$ cat config.mk
export PLATFORM = sky130hd
export DESIGN_NAME = frac_reduce
export DESIGN_NICKNAME = d
export VERILOG_FILES = /design/src/rtl/frac_reduce.sv
export SDC_FILE = /design/constraint.sdc
export NUM_CORES = 1
export LEC_CHECK = 0
export ABC_AREA = 0
export BUFFER_PORTS_ARGS = -buffer_cell sky130_fd_sc_hd__buf_2
export CAP_MARGIN = 20
export CORE_ASPECT_RATIO = 1.4
export CORE_MARGIN = 2
export CORE_UTILIZATION = 30
export CTS_BUF_LIST = sky130_fd_sc_hd__clkbuf_2
export DETAILED_ROUTE_END_ITERATION = 10
export PLACE_DENSITY_LB_ADDON = 0.15
export SYNTH_ARGS = -nofsm -noshare
export SYNTH_HDL_FRONTEND = slang
export SYNTH_SLANG_ARGS = --single-unit
$ cat constraint.sdc
create_clock -name clk -period 3.6 [get_ports clk]
set_input_delay 0.54 -clock clk [delete_from_list [all_inputs] [get_ports clk]]
set_output_delay 0.54 -clock clk [all_outputs]
set_load 0.005 [all_outputs]
$ cat src/rtl/frac_reduce.sv
// Divides num and den by hcf with a shared restoring divider, one quotient bit per clock.
// Result appears 2*WIDTH edges after accept (next cycle if hcf==0); results held in DONE until out_ready.
module frac_reduce #(
   parameter int WIDTH = 8
) (
   input  logic             clk,
   input  logic             rst_n,
   input  logic             in_valid,
   output logic             in_ready,
   input  logic [WIDTH-1:0] num,
   input  logic [WIDTH-1:0] den,
   input  logic [WIDTH-1:0] hcf,
   output logic             out_valid,
   input  logic             out_ready,
   output logic [WIDTH-1:0] red_num,
   output logic [WIDTH-1:0] red_den,
   output logic             err_zero,
   output logic             inexact
);

   localparam int CW = (WIDTH > 1) ? $clog2(WIDTH) : 1;
   localparam logic [CW-1:0] LAST_STEP = CW'(WIDTH - 1);

   localparam logic [1:0] S_IDLE    = 2'd0;
   localparam logic [1:0] S_DIV_NUM = 2'd1;
   localparam logic [1:0] S_DIV_DEN = 2'd2;
   localparam logic [1:0] S_DONE    = 2'd3;

   logic [1:0]       r_state;
   logic [CW-1:0]    r_cnt;
   logic [WIDTH-1:0] r_hcf;
   logic [WIDTH-1:0] r_den;
   logic [WIDTH-1:0] r_dvd;
   logic [WIDTH:0]   r_rem;
   logic [WIDTH-1:0] r_quo;
   logic [WIDTH-1:0] r_qnum;
   logic             r_nz_num;
   logic [WIDTH-1:0] r_red_num;
   logic [WIDTH-1:0] r_red_den;
   logic             r_err_zero;
   logic             r_inexact;

   logic [WIDTH:0]   w_rem_sh;
   logic             w_ge;
   logic [WIDTH:0]   w_rem_nx;
   logic [WIDTH-1:0] w_quo_nx;
   logic             w_last;
   logic             w_accept;

   // One extra remainder bit keeps the shifted value exact when hcf exceeds 2^(WIDTH-1).
   assign w_rem_sh = {r_rem[WIDTH-1:0], r_dvd[WIDTH-1]};
   assign w_ge     = (w_rem_sh >= {1'b0, r_hcf});
   assign w_rem_nx = w_ge ? (w_rem_sh - {1'b0, r_hcf}) : w_rem_sh;
   assign w_quo_nx = {r_quo[WIDTH-2:0], w_ge};
   assign w_last   = (r_cnt == LAST_STEP);
   assign w_accept = in_valid && in_ready;

   assign in_ready  = (r_state == S_IDLE);
   assign out_valid = (r_state == S_DONE);
   assign red_num   = r_red_num;
   assign red_den   = r_red_den;
   assign err_zero  = r_err_zero;
   assign inexact   = r_inexact;

   always_ff @(posedge clk or negedge rst_n) begin
      if (!rst_n) begin
         r_state    <= S_IDLE;
         r_cnt      <= '0;
         r_hcf      <= '0;
         r_den      <= '0;
         r_dvd      <= '0;
         r_rem      <= '0;
         r_quo      <= '0;
         r_qnum     <= '0;
         r_nz_num   <= 1'b0;
         r_red_num  <= '0;
         r_red_den  <= '0;
         r_err_zero <= 1'b0;
         r_inexact  <= 1'b0;
      end else begin
         case (r_state)
            S_IDLE: begin
               if (w_accept) begin
                  r_hcf <= hcf;
                  r_den <= den;
                  r_dvd <= num;
                  r_rem <= '0;
                  r_quo <= '0;
                  r_cnt <= '0;
                  if (hcf == '0) begin
                     r_red_num  <= num;
                     r_red_den  <= den;
                     r_err_zero <= 1'b1;
                     r_inexact  <= 1'b0;
                     r_state    <= S_DONE;
                  end else begin
                     r_state <= S_DIV_NUM;
                  end
               end
            end
            S_DIV_NUM: begin
               r_cnt <= r_cnt + 1'b1;
               r_dvd <= {r_dvd[WIDTH-2:0], 1'b0};
               r_rem <= w_rem_nx;
               r_quo <= w_quo_nx;
               if (w_last) begin
                  r_qnum   <= w_quo_nx;
                  r_nz_num <= (w_rem_nx != '0);
                  r_dvd    <= r_den;
                  r_rem    <= '0;
                  r_cnt    <= '0;
                  r_state  <= S_DIV_DEN;
               end
            end
            S_DIV_DEN: begin
               r_cnt <= r_cnt + 1'b1;
               r_dvd <= {r_dvd[WIDTH-2:0], 1'b0};
               r_rem <= w_rem_nx;
               r_quo <= w_quo_nx;
               if (w_last) begin
                  r_red_num  <= r_qnum;
                  r_red_den  <= w_quo_nx;
                  r_inexact  <= r_nz_num || (w_rem_nx != '0);
                  r_err_zero <= 1'b0;
                  r_cnt      <= '0;
                  r_state    <= S_DONE;
               end
            end
            default: begin
               if (out_ready) begin
                  r_state <= S_IDLE;
               end
            end
         endcase
      end
   end

endmodule

# Yosys cells after proc, flatten, opt, wreduce, memory -nomap -nowiden
# Index checks and enable logic that the tools add are counted.
dict set report word_totals {
  register_bits 71
  in_bits 28
  elab_cells 74
  output_inout_bits 20
}
dict set report op_classes {
  reduce_logical 16
  muxes 34
  addsub 2
  order_cmp 1
  eq_ne 8
}
# cell count
set op_table {}
lappend op_table {{2-to-1 mux 8 bit} 10}
lappend op_table {{one-hot mux 8 bit (3 select lines)} 2}
lappend op_table {{one-hot mux 8 bit (2 select lines)} 2}
lappend op_table {{one-hot mux 7 bit (2 select lines)} 1}
lappend op_table {{2-to-1 mux 2 bit} 5}
lappend op_table {{>= comparator 9 x 8 -> 1 bit} 1}
lappend op_table {{2-to-1 mux 9 bit} 1}
lappend op_table {{nonzero test 9 bit} 1}
lappend op_table {{subtractor 9 x 8 -> 9 bit} 1}
lappend op_table {{logical NOT 8 bit} 1}
lappend op_table {{AND reduction 2 bit} 4}
lappend op_table {{AND reduction 4 bit} 2}
lappend op_table {{2-to-1 mux 7 bit} 1}
lappend op_table {{2-to-1 mux 1 bit} 6}
lappend op_table {{2-to-1 mux 3 bit} 2}
lappend op_table {{one-hot mux 2 bit (3 select lines)} 1}
lappend op_table {{one-hot mux 3 bit (2 select lines)} 1}
lappend op_table {{equality test 2 bit, second input constant} 2}
lappend op_table {{inequality test 2 x 1 -> 1 bit, second input constant} 2}
lappend op_table {{inequality test 2 bit, second input constant} 2}
lappend op_table {{one-hot mux 1 bit (2 select lines)} 2}
lappend op_table {{nonzero test 2 bit} 2}
lappend op_table {{nonzero test 4 bit} 1}
lappend op_table {{adder 3 x 1 -> 3 bit, second input constant} 1}
lappend op_table {{7 further kinds} 7}

# Depth between registers and ports, before layout
# Gate-level depths: netlist (run 1).
dict set report logic_depth {
  depth_word 6
  ltp_mapped 10
  mapped_depth_nobuf 10
}

# Worst setup path before layout (run 1)
# No wires, ideal clock.
dict set report synth_path {
  kind {register to register}
  startpoint {register r_dvd[7]}
  endpoint {register r_inexact, in the netlist inexact}
  period_less_slack_ns 2.507
  stages_incl_launch_ff 11
  t_required_ns 3.468
  t_arrival_ns 2.375
  path_buffers 0
  slack_ns 1.093
  setup_ns 0.132
  path_cell_list {dfrtp_1 -> inv_1 -> ha_1 -> inv_1 -> fa_1 -> a211o_1 -> a21oi_1 -> a21oi_1 -> or4_4 -> o32ai_2 -> a21oi_1}
}
dict set report synth_between {
  elab_chain_len 6
  elab_cells_between_ends 7
  cone_classes {1 x add/sub; 1 x order compare; 3 x mux; 2 x reduce/logical}
}
# item line
set synth_rtl {}
lappend synth_rtl {{start: declaration} 33} ;# logic [WIDTH-1:0] r_dvd;
lappend synth_rtl {{start signal: assignment} 86} ;# r_dvd <= num;
lappend synth_rtl {{start signal: assignment} 103} ;# r_dvd <= {r_dvd[WIDTH-2:0], 1'b0};
lappend synth_rtl {{start signal: assignment} 109} ;# r_dvd <= r_den;
lappend synth_rtl {{subtractor 9 x 8 -> 9 bit / >= comparator 9 x 8 -> 1 bit (equally long branches)} {53, 52}}
lappend synth_rtl {{2-to-1 mux 9 bit *} 53} ;# assign w_rem_nx = w_ge ? (w_rem_sh - {1'b0, r_hcf}) : w_rem_sh;
lappend synth_rtl {{nonzero test 9 bit *} 123} ;# r_inexact <= r_nz_num || (w_rem_nx != '0);
lappend synth_rtl {{logical OR 1 bit *} 123}
lappend synth_rtl {{2-to-1 mux 1 bit *} 120} ;# if (w_last) begin
lappend synth_rtl {{one-hot mux 1 bit (2 select lines) *} 81} ;# case (r_state)
lappend synth_rtl {{end signal: assignment} 123}
lappend synth_rtl {{end: declaration} 41} ;# logic r_inexact;
# Mark *: on every way between the ends. The rest lies on a longest branch, timed or not. The select of a mux whose other input is x is not followed.
# A chain may end at the register's enable or synchronous reset.

# Worst setup path after layout (run 1)
dict set report layout_path {
  startpoint {register r_dvd[7]}
  endpoint {register r_nz_num}
}
dict set report layout_between {
  elab_chain_len 3
  elab_cells_between_ends 4
  cone_classes {1 x add/sub; 1 x order compare; 1 x mux; 1 x reduce/logical}
}
# item line
set layout_rtl {}
lappend layout_rtl {{subtractor 9 x 8 -> 9 bit / >= comparator 9 x 8 -> 1 bit (equally long branches)} {53, 52}}
lappend layout_rtl {{2-to-1 mux 9 bit *} 53}
lappend layout_rtl {{nonzero test 9 bit *} 108} ;# r_nz_num <= (w_rem_nx != '0);
lappend layout_rtl {{end signal: assignment} 108}
lappend layout_rtl {{end: declaration} 37} ;# logic r_nz_num;
# Mark *: on every way between the ends. The rest lies on a longest branch, timed or not.

==> summary.log, run 1 <==
[routing] DRT Wirelength 9.08 mm
[power_and_ir_drop] total power divided by cell area 775 nW/um^2
[setup_path] data arrival time of the critical path 3.15 ns
[die] Vert. Die Dim 136 um
[layout] Area Overhead vs Synth 14.6%
[die] die area 13,300 um^2
[clock_tree] Post-CTS Repair Setup Buffers 0
[layout] leading cell type in the layout, fill and taps excluded sky130_fd_sc_hd__dfrtp_1
[setup_path] library cell appearing most often on the critical path sky130_fd_sc_hd__a21oi_1
[setup_path] largest incremental delay on the critical path 0.54 ns
[routing] number of detailed-routing iterations run before antenna repair 4
[logic_synthesis] Synthesized Nets 419
[die] Initial Utilization 30.4%
[layout] fraction of final layout cells with drive strength greater than 1 23.8%
[placed_design] number of port buffers 47
[clock_tree] Reg clk slew, reported paths 0.23 ns
[sta] total count of max-transition violations in the final report 0
[clock_tree] cts bufs inserted 9
[worst_hold_path] hold path depth 2
[worst_hold_path] Min-Delay Path Class primary input to flop
[placed_design] routability cong. 0.790
[logic_synthesis] Netlist Area Pre-Place 3730 um^2
[setup_path] Required @ worst endpoint 4.04 ns
[logic_synthesis] YS warnings 0
[sta] worst hold margin 0.225 ns
[setup_path] category of the worst setup path capture point flop
[placed_design] post-placement worst setup slack 0.950 ns
[power_and_ir_drop] static leakage 2.02 nW
[clock_tree] depth of the CTS H-tree 3
[logic_synthesis] unique cell type count in the Yosys netlist 39
[setup_path] worst-path cell chain inv_1 -> ha_1 -> inv_1 -> fa_1 -> a211o_1 -> a21oi_1 -> a21oi_1 -> or4_4 -> o32ai_2 -> a21oi_1
[routing] Antenna Nets Post-Route 0
[power_and_ir_drop] worst supply voltage drop on vdd 0.280 mV
[grt] initial antenna violation count 0
[grt] global-route wire length before repair 14.9 mm
[die] Placeable Area 12,300 um^2
[setup_path] sort of element at the start of the critical path flop
[status] run status finished clean
[logic_synthesis] count of state elements after synthesis 71
[layout] most frequent cells in the layout sky130_fd_sc_hd__dfrtp_1, sky130_fd_sc_hd__nand2_1, sky130_fd_sc_hd__buf_2, sky130_fd_sc_hd__o21ai_0, sky130_fd_sc_hd__mux2_2
[routing] total number of vias 2,785
[die] number of placed I/O pins 48
[clock_tree] post-cts resize count 0
[sta] relative slew slack 46.5%
[routing] initial drt markers 73
[clock_tree] clock tree root driver cell sky130_fd_sc_hd__clkbuf_2
[die] num rows 48
[job] max-capacitance violation count 0
[placed_design] half-perimeter wire length of the detailed placement result 6.55 mm
[clock_tree] Worst-Skew Late Latency 0.54 ns
[clock_tree] CTS tree yes
[setup_path] worst r2r path cells 10
[routing] average wire length per cell after detail routing 15.8 um
[sta] minimum period implied by the final worst setup slack 2.71 ns
[logic_synthesis] Seq/Total Area, Yosys 47.7%
[clock_tree] Sinks on Clock Net 71
[setup_path] Worst Setup Path Type flop to flop
[grt] largest net degree at the start of global routing 37
[logic_synthesis] number of enable flip-flop cells after synthesis 0
[routing] vias per inst 4.84
[die] Die Width 98.2 um
[setup_path] maximum fanout count along the critical path 4
[layout] Antenna Cells 0
[routing] number of remaining DRC errors 0
[sta] final hold viol count 0
[setup_path] logic depth of the worst setup path including buffers 10
[sta] final worst-path setup slack 0.889 ns
[logic_synthesis] average cell area after synthesis 9.94 um^2
[placed_design] post-placement cell count 558
[setup_path] cell family with the largest share of critical-path delay compound AO/OA/AOI/OAI gates
[layout] count of non-filler cells in the finished layout 575
[grt] total routing usage reported by global routing 14.4%
[sta] setup repair after global routing missed its margin no
[sta] Total Neg Setup Slack 0 ns
[logic_synthesis] Async S/R FF share, synth 100%
[clock_tree] Max Root-Sink Buffers 2
[sta] maximum achievable frequency 0.369 GHz
[logic_synthesis] Top FF cell, synth sky130_fd_sc_hd__dfrtp_1
[sta] slew of the pin with the lowest slew margin 0.801 ns
[grt] Overflow after GRT 0
[clock_tree] count of hold buffers inserted by post-cts repair 1
[layout] fin nets 464
[logic_synthesis] instance count of the mapped netlist 375
[setup_path] cell with the largest stage delay on the worst path sky130_fd_sc_hd__or4_4
[grt] vias in the first global route 2,758
[sta] Tcrit/Tclk final 75.3%
[setup_path] Buf/Inv on CP 2
[sta] clock tree skew after final layout 0.0179 ns
[sta] total of endpoints with negative setup slack in the final report 0
cell usage after synthesis (all sizes together), types with 3 or more instances:
cell type / n / share of area, %
a21oi: 12 / 1.6
o31ai: 10 / 2.0
clkbuf: 18 / 1.8
mux2i: 21 / 5.6
mux2: 30 / 9.1
or3: 3 / 0.50
nand2: 65 / 6.5
a211oi: 3 / 0.74
nand2b: 4 / 0.67
o21ai: 44 / 5.9
nor3: 5 / 0.67
nor2: 19 / 1.9
xor2: 3 / 0.71
a221oi: 7 / 1.6
nor4: 4 / 0.67
ha: 15 / 5.0
a21o: 3 / 0.60
dfrtp: 71 / 48
inv: 16 / 1.6
o21a: 3 / 0.60
state kept, by name (all words and copies together) (netlist names):
signal,count
r_rem,8
red_den,8
r_cnt,3
r_dvd,8
r_qnum,8
inexact,1
r_hcf,8
red_num,8
r_den,8
r_state,2
r_nz_num,1
err_zero,1
r_quo,7
logic make-up after synthesis:
family / share of synthesized area (%)
adders and majority gates: 5.57
DFF: 47.7
muxes: 14.7
AOI/OAI and AO/OA: 15.1
and+or+nand+nor: 12.4
buffers and inverters: 3.66
xor gates and xnor gates: 0.940
metal layers:
metal  GRT usage [%]  vias to the layer above  wire (um)
met3            2.93                       10        346
met1            18.2                     1311       3990
li1                -                     1406          -
met4            5.25                        0        133
met5               0                        -          0
met2            24.5                       58       4600
metrics by stage:
| stage | total power, W | instance area [um^2] | utilization [%] |
|---|---|---|---|
| 2_1_floorplan | 0.00235 | 3730 | - |
| 3_3_place_gp | 0.00279 | 4120 | 33.6 |
| 3_5_place_dp | 0.00279 | 4120 | 33.6 |
| 4_1_cts | 0.00336 | 4270 | 34.9 |
| 5_1_grt | 0.00361 | 4270 | 34.9 |
| 6_report | 0.00331 | 4270 | 34.9 |
cell type report:
cell class                 instances  area, um^2
inverter                          16        60.1
clock buffer                       9        45.0
multi-input combinational        268        1810
timing repair buffer              54         290
tap                              150         188
sequential                        71        1780
fill                            1295        7980
clock inverter                     7        96.3
path summary, 6_finish.rpt:
path / start / slack [ns] / endpoint
setup / recovery: r_dvd[7] / 0.89 / r_nz_num
hold / removal: den[5] / 0.22 / r_den[5]
setup reg to reg: r_dvd[7] / 0.89 / r_nz_num
hold reg to reg: red_num[2] / 0.50 / red_num[2]
max in group asynchronous: rst_n / 2.29 / r_state[1]
min in group asynchronous: rst_n / 0.54 / err_zero
power breakdown:
| part | total (W) | internal [W] | switching [W] |
|---|---|---|---|
| registers | 0.00120 | 0.00104 | 0.000162 |
| logic | 0.00155 | 0.000664 | 0.000888 |
| clock network | 0.000558 | 0.000230 | 0.000327 |
| total | 0.00331 | 0.00193 | 0.00138 |
(Power assumes the default switching activity.)
==> inputs of run 2 (changes only) <==
ABC_AREA = 1   (was 0)
clock period = 2.5 ns   (was 3.6 ns; I/O delays follow)
==> run 2 against run 1 <==
  * Register-to-register slack lost 0.64 ns
  * Combinational power is 39% higher
  * Setup slack worse by 0.64 ns
  * Highest routed layer unchanged
  * Critical path depth rose by 6
  * First-iteration DRC count is 92% higher
  * Largest cell class is now sequential cells
  * Maximum frequency is 20% higher
  * Design area is 0.29% higher
  * Area after synthesis hardly changed
==> summary.log, run 2 <==
[status] run status finished clean
[logic_synthesis] top cell type by total area after synthesis sky130_fd_sc_hd__dfrtp_1
[clock_tree] CTS tree yes
[logic_synthesis] Synthesized Nets 485
[sta] setup repair after global routing missed its margin no
[routing] total number of vias 3,151
[setup_path] Required @ worst endpoint 2.93 ns
[setup_path] category of the worst setup path capture point flop
[power_and_ir_drop] total power divided by cell area 1080 nW/um^2
[logic_synthesis] number of enable flip-flop cells after synthesis 0
[logic_synthesis] xor-xnor portion of the synthesized cell area 0.705%
[clock_tree] Reg clk slew, reported paths 0.22 ns
[logic_synthesis] largest family of logic cells by synthesized area simple AND/OR/NAND/NOR gates
[sta] slew of the pin with the lowest slew margin 0.536 ns
[sta] Total Neg Setup Slack 0 ns
[sta] total count of max-transition violations in the final report 0
[clock_tree] Sinks on Clock Net 71
[clock_tree] Max Root-Sink Buffers 2
[grt] total routing usage reported by global routing 16.1%
[die] Initial Utilization 30.4%
[placed_design] post-placement cell count 632
[sta] relative slew slack 64.3%
[sta] final hold viol count 0
[clock_tree] Worst-Skew Late Latency 0.54 ns
[sta] maximum achievable frequency 0.444 GHz
[logic_synthesis] most used standard cell by instance count after synthesis sky130_fd_sc_hd__nand2_1
[layout] final core utilization 35.0%
[setup_path] largest incremental delay on the critical path 0.42 ns
[layout] leading cell type in the layout, fill and taps excluded sky130_fd_sc_hd__nand2_1
[routing] average wire length per cell after detail routing 15.7 um
[placed_design] routability cong. 0.912
[die] die area 13,300 um^2
[worst_hold_path] Min-Delay Path Class primary input to flop
[logic_synthesis] Top FF cell, synth sky130_fd_sc_hd__dfrtp_1
[logic_synthesis] multiplexer area fraction after synthesis 0.302%
[setup_path] sort of element at the start of the critical path flop
[logic_synthesis] Seq/Total Area, Yosys 47.7%
[logic_synthesis] leading post-synthesis cells by instance count sky130_fd_sc_hd__nand2_1, sky130_fd_sc_hd__dfrtp_1, sky130_fd_sc_hd__inv_1
[grt] global-route wire length before repair 16.7 mm
[layout] fin nets 538
[die] Placeable Area 12,300 um^2
[sta] Tcrit/Tclk final 90.0%
[grt] largest net degree at the start of global routing 41
[power_and_ir_drop] worst supply voltage drop on vdd 0.394 mV
[logic_synthesis] synth top area cells sky130_fd_sc_hd__dfrtp_1, sky130_fd_sc_hd__nand2_1, sky130_fd_sc_hd__inv_1
[grt] Overflow after GRT 0
[layout] FILL cells 1,373
[logic_synthesis] Netlist Area Pre-Place 3730 um^2
[layout] fraction of final layout cells with drive strength greater than 1 20.4%
[logic_synthesis] Async S/R FF share, synth 100%
[job] max-capacitance violation count 0
[routing] initial drt markers 140
[logic_synthesis] unique cell type count in the Yosys netlist 37
[setup_path] maximum fanout count along the critical path 3
[die] Vert. Die Dim 136 um
[clock_tree] depth of the CTS H-tree 3
[logic_synthesis] count of state elements after synthesis 71
[power_and_ir_drop] static leakage 2.25 nW
[routing] vias per inst 4.85
[placed_design] half-perimeter wire length of the detailed placement result 7.53 mm
[logic_synthesis] average cell area after synthesis 8.45 um^2
[logic_synthesis] Simple-Gate Fraction of Synth Area 22.3%
[routing] number of detailed-routing iterations run before antenna repair 4
[setup_path] Worst Setup Path Type flop to flop
[clock_tree] clock tree root driver cell sky130_fd_sc_hd__clkbuf_2
[placed_design] number of port buffers 47
[setup_path] data arrival time of the critical path 2.68 ns
[layout] Area Overhead vs Synth 14.9%
[logic_synthesis] adder and majority gate portion of the synthesized area 5.57%
[logic_synthesis] YS warnings 0
[grt] vias in the first global route 3,291
[die] num rows 48
[sta] total of endpoints with negative setup slack in the final report 0
[layout] count of non-filler cells in the finished layout 650
[setup_path] worst-path cell chain inv_1 -> ha_1 -> inv_1 -> fa_1 -> nand2_1 -> nand2_1 -> nand3_1 -> nand3_1 -> nand2_1 -> nand2_2 -> nand2_2 -> nand3_2 -> nor2_2 -> nand2_1 -> nand2_1 -> o21ai_1
[routing] DRT Wirelength 10.2 mm
[grt] initial antenna violation count 1
[logic_synthesis] fraction of post-synthesis cell area in the top cell type by area 47.7%
[die] number of placed I/O pins 48
[clock_tree] cts bufs inserted 9
[logic_synthesis] post-synthesis compound-gate area fraction 13.6%
[setup_path] Buf/Inv on CP 2
[routing] number of remaining DRC errors 0
[sta] minimum period implied by the final worst setup slack 2.25 ns
[logic_synthesis] instance count of the mapped netlist 441
[sta] clock tree skew after final layout 0.0194 ns
[layout] most frequent cells in the layout sky130_fd_sc_hd__nand2_1, sky130_fd_sc_hd__dfrtp_1, sky130_fd_sc_hd__inv_1, sky130_fd_sc_hd__buf_2, sky130_fd_sc_hd__nand3_1
[setup_path] cell family with the largest share of critical-path delay simple AND/OR/NAND/NOR gates
[routing] Antenna Nets Post-Route 0
[setup_path] cell with the largest stage delay on the worst path sky130_fd_sc_hd__dfrtp_1
[setup_path] library cell appearing most often on the critical path sky130_fd_sc_hd__nand2_1
[die] Die Width 98.2 um
-- run 2: changes by cell type after synthesis, sizes merged, moves of 8 or more --
| cell | previous run | this run |
|---|---|---|
| inv | 16 | 76 |
| nand2 | 65 | 110 |
| nand3 | 2 | 37 |
| mux2 | 30 | 1 |
| o22ai | 1 | 24 |
| mux2i | 21 | 0 |
| o21ai | 44 | 30 |
| o31ai | 10 | 0 |
| o221ai | 0 | 8 |
-- run 2: worst paths after layout --
kind,cells past startpoint,slack (ns),to,start
hold / removal,3,0.08,r_den[3],den[3]
setup reg to reg,16,0.25,r_nz_num,r_dvd[7]
max in group asynchronous,3,1.51,r_hcf[2],rst_n
setup / recovery,16,0.25,r_nz_num,r_dvd[7]
hold reg to reg,2,0.49,err_zero,err_zero
min in group asynchronous,2,0.19,red_den[5],rst_n
-- run 2: final cells by class --
class                           count  area, um^2  share of cell area [%]
Clock inverter                      7        87.6                    2.04
Inverter                           76         290                    6.78
Tap cell                          150         188                    4.38
Sequential cell                    71        1780                    41.5
Multi-Input combinational cell    280        1590                    37.1
Clock buffer                        9        45.0                    1.05
Timing Repair Buffer               56         305                    7.13
Antenna cell                        1        2.50                  0.0584
-- run 2: logic make-up (layout without fill, tap and decap cells) --
group,count (synthesis),count (layout)
xor gates and xnor gates,3,3
muxes,1,1
adders and majority gates,16,16
buffers and inverters,90,148
DFF,71,71
AOI/OAI and AO/OA,82,82
other,0,1
and+or+nand+nor,178,178
-- run 2: where the power goes --
part	switching [W]	leakage (nW)	internal, W
clock network	0.000427	0.0831	0.000324
registers	0.000198	0.916	0.00151
logic	0.00137	1.25	0.000787
-- run 2: per-stage QoR --
stage / cell area, um^2 / worst slack, ns / total power (W) / hold slack [ns]
2_1_floorplan: 3730 / 0.569 / 0.00319 / 0.0794
3_3_place_gp: 4140 / 0.286 / 0.00389 / 0.242
3_5_place_dp: 4140 / 0.283 / 0.00390 / 0.253
4_1_cts: 4280 / 0.247 / 0.00467 / 0.0516
5_1_grt: 4280 / 0.0189 / 0.00503 / 0.00892
6_report: 4280 / 0.249 / 0.00462 / 0.0784
-- run 2: repair_timing --
action / 4_1_cts / 5_1_grt
gates resized for setup: 0 / 1
hold endpoints to repair: 17 / 0
buffers inserted: 0 / 0
endpoints found under the setup margin: 0 / 1
hold buffers: 1 / 0
-- run 2: layer usage --
metal  wire [um]  vias up  global-route usage, %  share of wire (%)
met3         322       27                   3.44                3.1
li1            -     1561                      -                  -
met1        4170     1498                   18.5                 41
met4         325        0                   7.38                3.2
met2        5410       65                   28.7                 53
met5           0        -                      0                  0
-- run 2: worst register-to-register path, stage by stage, from the launching register on --
cell and delay (ns):
sky130_fd_sc_hd__dfrtp_1 0.42, sky130_fd_sc_hd__inv_1 0.10, sky130_fd_sc_hd__ha_1 0.15, sky130_fd_sc_hd__inv_1 0.07
sky130_fd_sc_hd__fa_1 0.41, sky130_fd_sc_hd__nand2_1 0.09, sky130_fd_sc_hd__nand2_1 0.11, sky130_fd_sc_hd__nand3_1 0.12
sky130_fd_sc_hd__nand3_1 0.08, sky130_fd_sc_hd__nand2_1 0.10, sky130_fd_sc_hd__nand2_2 0.06, sky130_fd_sc_hd__nand2_2 0.08
sky130_fd_sc_hd__nand3_2 0.08, sky130_fd_sc_hd__nor2_2 0.12, sky130_fd_sc_hd__nand2_1 0.05, sky130_fd_sc_hd__nand2_1 0.05
sky130_fd_sc_hd__o21ai_1 0.07
